**src/rtl/pkt_arbiter_pkg.sv**
```systemverilog
// Shared constants and types for the two-source SpiNNaker packet arbiter.
// Sets the default packet width and names the source indices.
package pkt_arbiter_pkg;

  localparam int PACKET_BITS_DEF = 72;

  localparam int SRC0 = 0;
  localparam int SRC1 = 1;

  // Encodes which source won the most recent grant.
  typedef enum logic {
    SRC_0 = 1'b0,
    SRC_1 = 1'b1
  } src_e;

endpackage

```
**src/rtl/pkt_arbiter_rr_arb2.sv**
```systemverilog
// Two-request round-robin arbiter that produces a one-hot grant.
// When both sources request, the one that did not win last time is granted.
module rr_arb2
  import pkt_arbiter_pkg::*;
(
  input  logic [1:0] i_req,
  input  logic       i_en,
  input  src_e       i_last_grant,
  output logic [1:0] o_gnt
);

  always_comb begin
    // NOTE: give o_gnt a default first, so that no path through the block leaves it unassigned and no latch is inferred.
    o_gnt = 2'b00;
    if (i_en) begin
      case (i_req)
        2'b01:   o_gnt = 2'b01;
        2'b10:   o_gnt = 2'b10;
        2'b11:   o_gnt = (i_last_grant == SRC_1) ? 2'b01 : 2'b10;
        default: o_gnt = 2'b00;
      endcase
    end
  end

endmodule

```
**src/rtl/pkt_arbiter.sv**
```systemverilog
// Merges two valid/ready packet streams into one through a one-entry output register.
// Round-robin arbitration happens in rr_arb2; the register and the last_grant state live here.
module pkt_arbiter
  import pkt_arbiter_pkg::*;
#(
  parameter int PACKET_BITS = PACKET_BITS_DEF
) (
  input  logic                   clk,
  input  logic                   reset,
  input  logic                   arb_en_in,
  input  logic [PACKET_BITS-1:0] pkt0_data_in,
  input  logic                   pkt0_vld_in,
  output logic                   pkt0_rdy_out,
  input  logic [PACKET_BITS-1:0] pkt1_data_in,
  input  logic                   pkt1_vld_in,
  output logic                   pkt1_rdy_out,
  output logic [PACKET_BITS-1:0] pkt_data_out,
  output logic                   pkt_vld_out,
  input  logic                   pkt_rdy_in,
  output logic [1:0]             arb_cnt_out
);

  logic                   r_vld;
  logic [PACKET_BITS-1:0] r_data;
  src_e                   r_last_grant;

  logic       w_free;
  logic       w_arb_en;
  logic [1:0] w_gnt;

  // The register is free when it is empty or is emptying this cycle, so it can refill on every edge.
  assign w_free   = !r_vld || pkt_rdy_in;
  assign w_arb_en = reset && arb_en_in && w_free;

  rr_arb2 u_rr_arb2 (
    .i_req        ({pkt1_vld_in, pkt0_vld_in}),
    .i_en         (w_arb_en),
    .i_last_grant (r_last_grant),
    .o_gnt        (w_gnt)
  );

  assign pkt0_rdy_out = w_gnt[SRC0];
  assign pkt1_rdy_out = w_gnt[SRC1];
  assign arb_cnt_out  = {pkt1_vld_in & w_gnt[SRC1], pkt0_vld_in & w_gnt[SRC0]};

  assign pkt_data_out = r_data;
  assign pkt_vld_out  = r_vld;

  always_ff @(posedge clk) begin
    // NOTE: use non-blocking assignments for all sequential state, so that every register samples the values from before the edge.
    if (!reset) begin
      r_vld        <= 1'b0;
      r_data       <= '0;
      r_last_grant <= SRC_1;
    end else if (|w_gnt) begin
      r_vld        <= 1'b1;
      r_data       <= w_gnt[SRC1] ? pkt1_data_in : pkt0_data_in;
      r_last_grant <= w_gnt[SRC1] ? SRC_1 : SRC_0;
    end else if (pkt_rdy_in) begin
      r_vld <= 1'b0;
    end
  end

endmodule

```
**config.mk**
```make
export PLATFORM = sky130hd
export DESIGN_NAME = pkt_arbiter
export DESIGN_NICKNAME = d
export VERILOG_FILES = /design/src/rtl/pkt_arbiter_pkg.sv /design/src/rtl/pkt_arbiter_rr_arb2.sv /design/src/rtl/pkt_arbiter.sv
export SDC_FILE = /design/constraint.sdc
export NUM_CORES = 1
export LEC_CHECK = 0
export ABC_AREA = 1
export BUFFER_PORTS_ARGS = -buffer_cell sky130_fd_sc_hd__buf_4
export CAP_MARGIN = 20
export CORE_ASPECT_RATIO = 0.75
export CORE_UTILIZATION = 25
export CTS_BUF_LIST = sky130_fd_sc_hd__clkbuf_4 sky130_fd_sc_hd__clkbuf_8 sky130_fd_sc_hd__clkbuf_16
export DETAILED_ROUTE_END_ITERATION = 7
export GPL_ROUTABILITY_DRIVEN = 0
export GPL_TIMING_DRIVEN = 1
export HOLD_SLACK_MARGIN = 0.05
export RECOVER_POWER = 100
export SYNTH_ARGS = -nofsm -noshare
export SYNTH_HDL_FRONTEND = slang
export SYNTH_HIERARCHICAL = 1
export SYNTH_SLANG_ARGS = --single-unit
```
**constraint.sdc**
```tcl
create_clock -name clk -period 2.05 [get_ports clk]
set_input_delay 0.1025 -clock clk [delete_from_list [all_inputs] [get_ports clk]]
set_output_delay 0.1025 -clock clk [all_outputs]
set_load 0.005 [all_outputs]
```
; Yosys cells after proc, flatten, opt, wreduce, memory -nomap -nowiden
; Cells that the tools add are included.
[totals]
regBits = 74
inputBits = 150
output_inout_bits = 77
[op_classes]
eq_ne = 3
muxes = 7
bitwise = 2
n_reduce_logical = 6
[op_table]
columns = operator, count
row1 = 72-bit 2-to-1 mux, 1
row2 = 2-bit one-hot mux with 3 select lines, 1
row3 = 2-bit equality test (second input constant), 2
row4 = 2-bit 2-to-1 mux, 2
row5 = 1-bit 2-to-1 mux, 3
row6 = 1-bit bitwise AND, 2
row7 = 2-bit by 1-bit equality test with 1-bit output (second input constant), 1
row8 = 1-bit logical AND, 2
row9 = 2-bit nonzero test, 1
row10 = 2-bit OR reduction, 1
row11 = 1-bit logical NOT, 1
row12 = 1-bit logical OR, 1

; Longest topological paths before layout
[depth]
word_depth = 6
ltp_mapped = 13

; Cells and area by module
; Netlist, hierarchy kept.
[by_module_without_submodules]
columns = mod, instances, cells_per_inst, area_each_um2, seq_area_each_um2
row1 = pkt_arbiter, 1, 559, 3572.2, 1481.4
row2 = rr_arb2, 1, 5, 21.3, 0.0

; Worst setup path after synthesis
; OpenSTA, ideal clock, no wires.
[synth_path]
path_kind = register to register
from = register r_vld (netlist: pkt_vld_out)
to = register r_data[53] (netlist: pkt_data_out[53])
setup_ps = 110
t_arrival_ps = 1459
required_ps = 1940
setup_slack_ps = 481
path_stages_with_launch = 13
n_path_buf = 2
path_cell_list = dfxtp_1 > nand2_1 > nand2_1 > nor2_1 > nand2_1 > a21oi_1 > nor2_2 > buf_4 > buf_6 > nand2_1 > nand3_1 > nand2_1 > inv_1
[synth_via]
elab_chain_len = 5
word_cells_on_any_way = 6
cone_classes = 2 x mux / 4 x reduce/logical
[synth_lines]
columns = element, line_no
row1 = "start, declared", pkt_arbiter.sv:23  ; logic r_vld;
row2 = "start signal, assigned", pkt_arbiter.sv:52  ; r_vld <= 1'b0;
row3 = "start signal, assigned", pkt_arbiter.sv:56  ; r_vld <= 1'b1;
row4 = "start signal, assigned", pkt_arbiter.sv:60  ; r_vld <= 1'b0;
row5 = 1-bit logical NOT (*), pkt_arbiter.sv:32  ; assign w_free = !r_vld || pkt_rdy_in;
row6 = 1-bit logical OR (*), pkt_arbiter.sv:32
row7 = 1-bit logical AND (*), pkt_arbiter.sv:33  ; assign w_arb_en = reset && arb_en_in && w_free;
row8 = via w_arb_en, pkt_arbiter.sv:28  ; logic w_arb_en;
row9 = 2-bit 2-to-1 mux (*), pkt_arbiter_rr_arb2.sv:15  ; if (i_en) begin
row10 = via pkt1_rdy_out, pkt_arbiter.sv:16  ; output logic pkt1_rdy_out,
row11 = 72-bit 2-to-1 mux / 2-bit OR reduction (equally long branches), "pkt_arbiter.sv:57, pkt_arbiter.sv:55"
row12 = "end signal, assigned", pkt_arbiter.sv:57  ; r_data <= w_gnt[SRC1] ? pkt1_data_in : pkt0_data_in;
row13 = "end, declared", pkt_arbiter.sv:24  ; logic [PACKET_BITS-1:0] r_data;
; The timed path passes the listed nets; every way through them passes the cells marked *.
; A chain may end at the register's enable or synchronous reset.

; Final worst setup path
[layout_path]
from = input pkt_rdy_in
to = output arb_cnt_out[1]
[layout_via]
elab_chain_len = 4
[layout_lines]
columns = element, line_no
row1 = "start, declared", pkt_arbiter.sv:19  ; input logic pkt_rdy_in,
row2 = 1-bit logical OR, pkt_arbiter.sv:32
row3 = 1-bit logical AND, pkt_arbiter.sv:33
row4 = via w_arb_en, pkt_arbiter.sv:28
row5 = 2-bit 2-to-1 mux, pkt_arbiter_rr_arb2.sv:15
row6 = 1-bit bitwise AND, pkt_arbiter.sv:44  ; assign arb_cnt_out = {pkt1_vld_in & w_gnt[SRC1], pkt0_vld_in & w_gnt[SRC0]};
row7 = "end, declared", pkt_arbiter.sv:20  ; output logic [1:0] arb_cnt_out
; The timed path passes the listed nets, and every way through them passes these cells.

==> flow_summary.ini <==
[sta]
grt_setup_unrepaired = false
fin_skew_ps = 5.205
setup_viol = 0
tightest_slew_ps = 815.8
fin_tns_setup_ps = 0
hold_viol_final = 0
min_period_over_period = 0.9403
fmax_mhz = 518.8
hold_ws_ps = 64.48
min_period_ps = 1928
drv_slew = 0
slew-limit-headroom = 0.4561

[critical_path]
critPathLaunchType = primary input
cp_max_fo = 28
worst_setup_path_end_kind = primary output
arrival_ps = 1830
path_class = primary input to primary output
worstPathRequired_ps = 1950

[hold_path]
hp-class = primary input to flop

[synthesis]
synth-seq-cells = 74
post_synth_and_or_nand_nor_area_fraction = 0.4377
yosysWarnings = 6
synthDistinctLibCells = 13
synth_top_family_by_area = simple AND/OR/NAND/NOR gates
avgSynthCellArea_um2 = 6.371
synthXorXnorAreaFrac = 0
syn-num-nets = 714
synth_cells = 564
synth_compound_area_frac = 0.004178
syn_area_um2 = 3593
synth-adder-area-share = 0
synth.area.mux_share = 0
yosysSeqAreaShare = 0.4123

[grt]
track_usage = 0.1630
grt-ovfl-total = 0
grt_max_degree = 74
grt_pass1_wl_um = 19020
grt_pass1_vias = 3852
antenna_found_initial = 0

[final_layout]
layout_commonest_cell = nand2_1
fin_util = 0.4220
drive_above_1_share = 0.3062
nNetsFinal = 932
antenna-diode-count = 0
syn2layout_area_growth_pct = 63.09
multiInputGateArea_um2 = 1608
regArea_um2 = 1481
nFillCells = 1483
most-common-layout-cells = 223 x nand2_1, 158 x buf_4, 145 x nand3_1, 77 x inv_1, 74 x dfxtp_1

[placed_design]
dp_hpwl_um = 8199
port_buffers = 226

[routing]
dr.pass1.iters = 4
drc = 0
ant_nets = 0
drtIter0Drc = 125
vias = 4185
wire_per_inst_um = 13.02
wl_um = 12520
viasPerCell = 4.350

[floorplanning]
ios = 227
die_w_um = 140.4
fp-row-count = 37
core_um2 = 13890
die_y_um = 105.8
start_util = 0.2587
die-area_um2 = 14860

[clocking]
clockBufferDepth = 2
clock_latency_ps = 330
cts.htree.levels = 3
cts.sinks = 74
ctsResizeCount = 0
path_clk_slew_ps = 60
cts_tree = built
cts_buffers = 9
root_buffer = clkbuf_16
post_cts_buffers = 0

[power_and_ir_drop]
power_density_nw_per_um2 = 722.9
max-vdd-ir-drop_v = 0.0003821
totalPowerFinal_mw = 4.237
leakage_nw = 3.317

[run_status]
status = completed

[run]
cap_violations = 0
state kept, by name, indices dropped and copies added, names as in the netlist:
name / cells
pkt_data_out: 72
pkt_vld_out: 1
r_last_grant: 1
timing repair:
item	CTS	global route
endpoints found under the setup margin	0	2
hold buffers	9	0
endpoints found under the hold margin	8	0
cells in the mapped netlist:
cell type / number / share of area
buf_2: 23 / 0.032
nand2_1: 223 / 0.23
inv_2: 1 / 0.0010
a21oi_1: 3 / 0.0042
nand3_1: 145 / 0.20
inv_1: 77 / 0.080
buf_1: 6 / 0.0063
nor2_1: 1 / 0.0010
buf_6: 6 / 0.019
dfxtp_1: 74 / 0.41
clkbuf_1: 1 / 0.0010
nor2_2: 1 / 0.0017
buf_4: 3 / 0.0063
kinds of logic after synthesis:
logic type | Yosys count
compound gates | 3
buf+inv | 117
flops | 74
simple gates | 370
worst paths after layout:
check                      startpoint                             to  slack, ps  depth (start not counted)
max reg2reg  pkt_vld_out$_SDFFE_PN0P_  pkt_data_out[13]$_SDFFE_PN0P_        370                         11
min reg2reg  pkt_vld_out$_SDFFE_PN0P_       pkt_vld_out$_SDFFE_PN0P_        490                          2
min                  pkt1_data_in[60]  pkt_data_out[60]$_SDFFE_PN0P_         60                          5
max                        pkt_rdy_in                 arb_cnt_out[1]        120                         12
through the flow:
step                setup slack [ps]  area (um^2)  instances
floorplan                      481.0         3593        564
global placement               411.0         5398        935
detailed placement             382.1         5398        935
CTS                            75.14         5874        960
global route                   9.775         5861        962
finish                         122.5         5861        962
worst max-delay path, stage by stage:
cell and delay (ps):
dlygate4sd3_1 530, clkbuf_4 130, inv_1 30, nand2_1 60
nand2_1 50, nor2_1 110, nand2_1 100, a21oi_4 230
buf_12 230, nand2_1 70, inv_1 50, clkbuf_4 120
layout make-up:
cell class | instances | area share
Clock buffer | 12 | 0.04547
Clock inverter | 4 | 0.02050
Inverter | 78 | 0.04996
Multi-Input combinational cell | 373 | 0.2743
Sequential cell | 74 | 0.2528
Tap cell | 175 | 0.03736
Timing Repair Buffer | 246 | 0.3196
where the power goes:
group          internal [mW]  total, mW  switching [mW]
sequential              1.51       1.55          0.0387
clock                   1.41       2.02           0.608
combinational          0.368      0.664           0.297
total                   3.29       4.24           0.943
metal layers:
| metal | part of all wire | up-vias | GRT usage |
|---|---|---|---|
| met3 | 0.097 | 12 | 0.06588 |
| met4 | 0.014 | 0 | 0.05181 |
| met2 | 0.45 | 166 | 0.2671 |
| met1 | 0.44 | 1839 | 0.1938 |
| li1 | - | 2168 | - |
| met5 | 0 | - | 0 |
(Power assumes the default switching activity.)
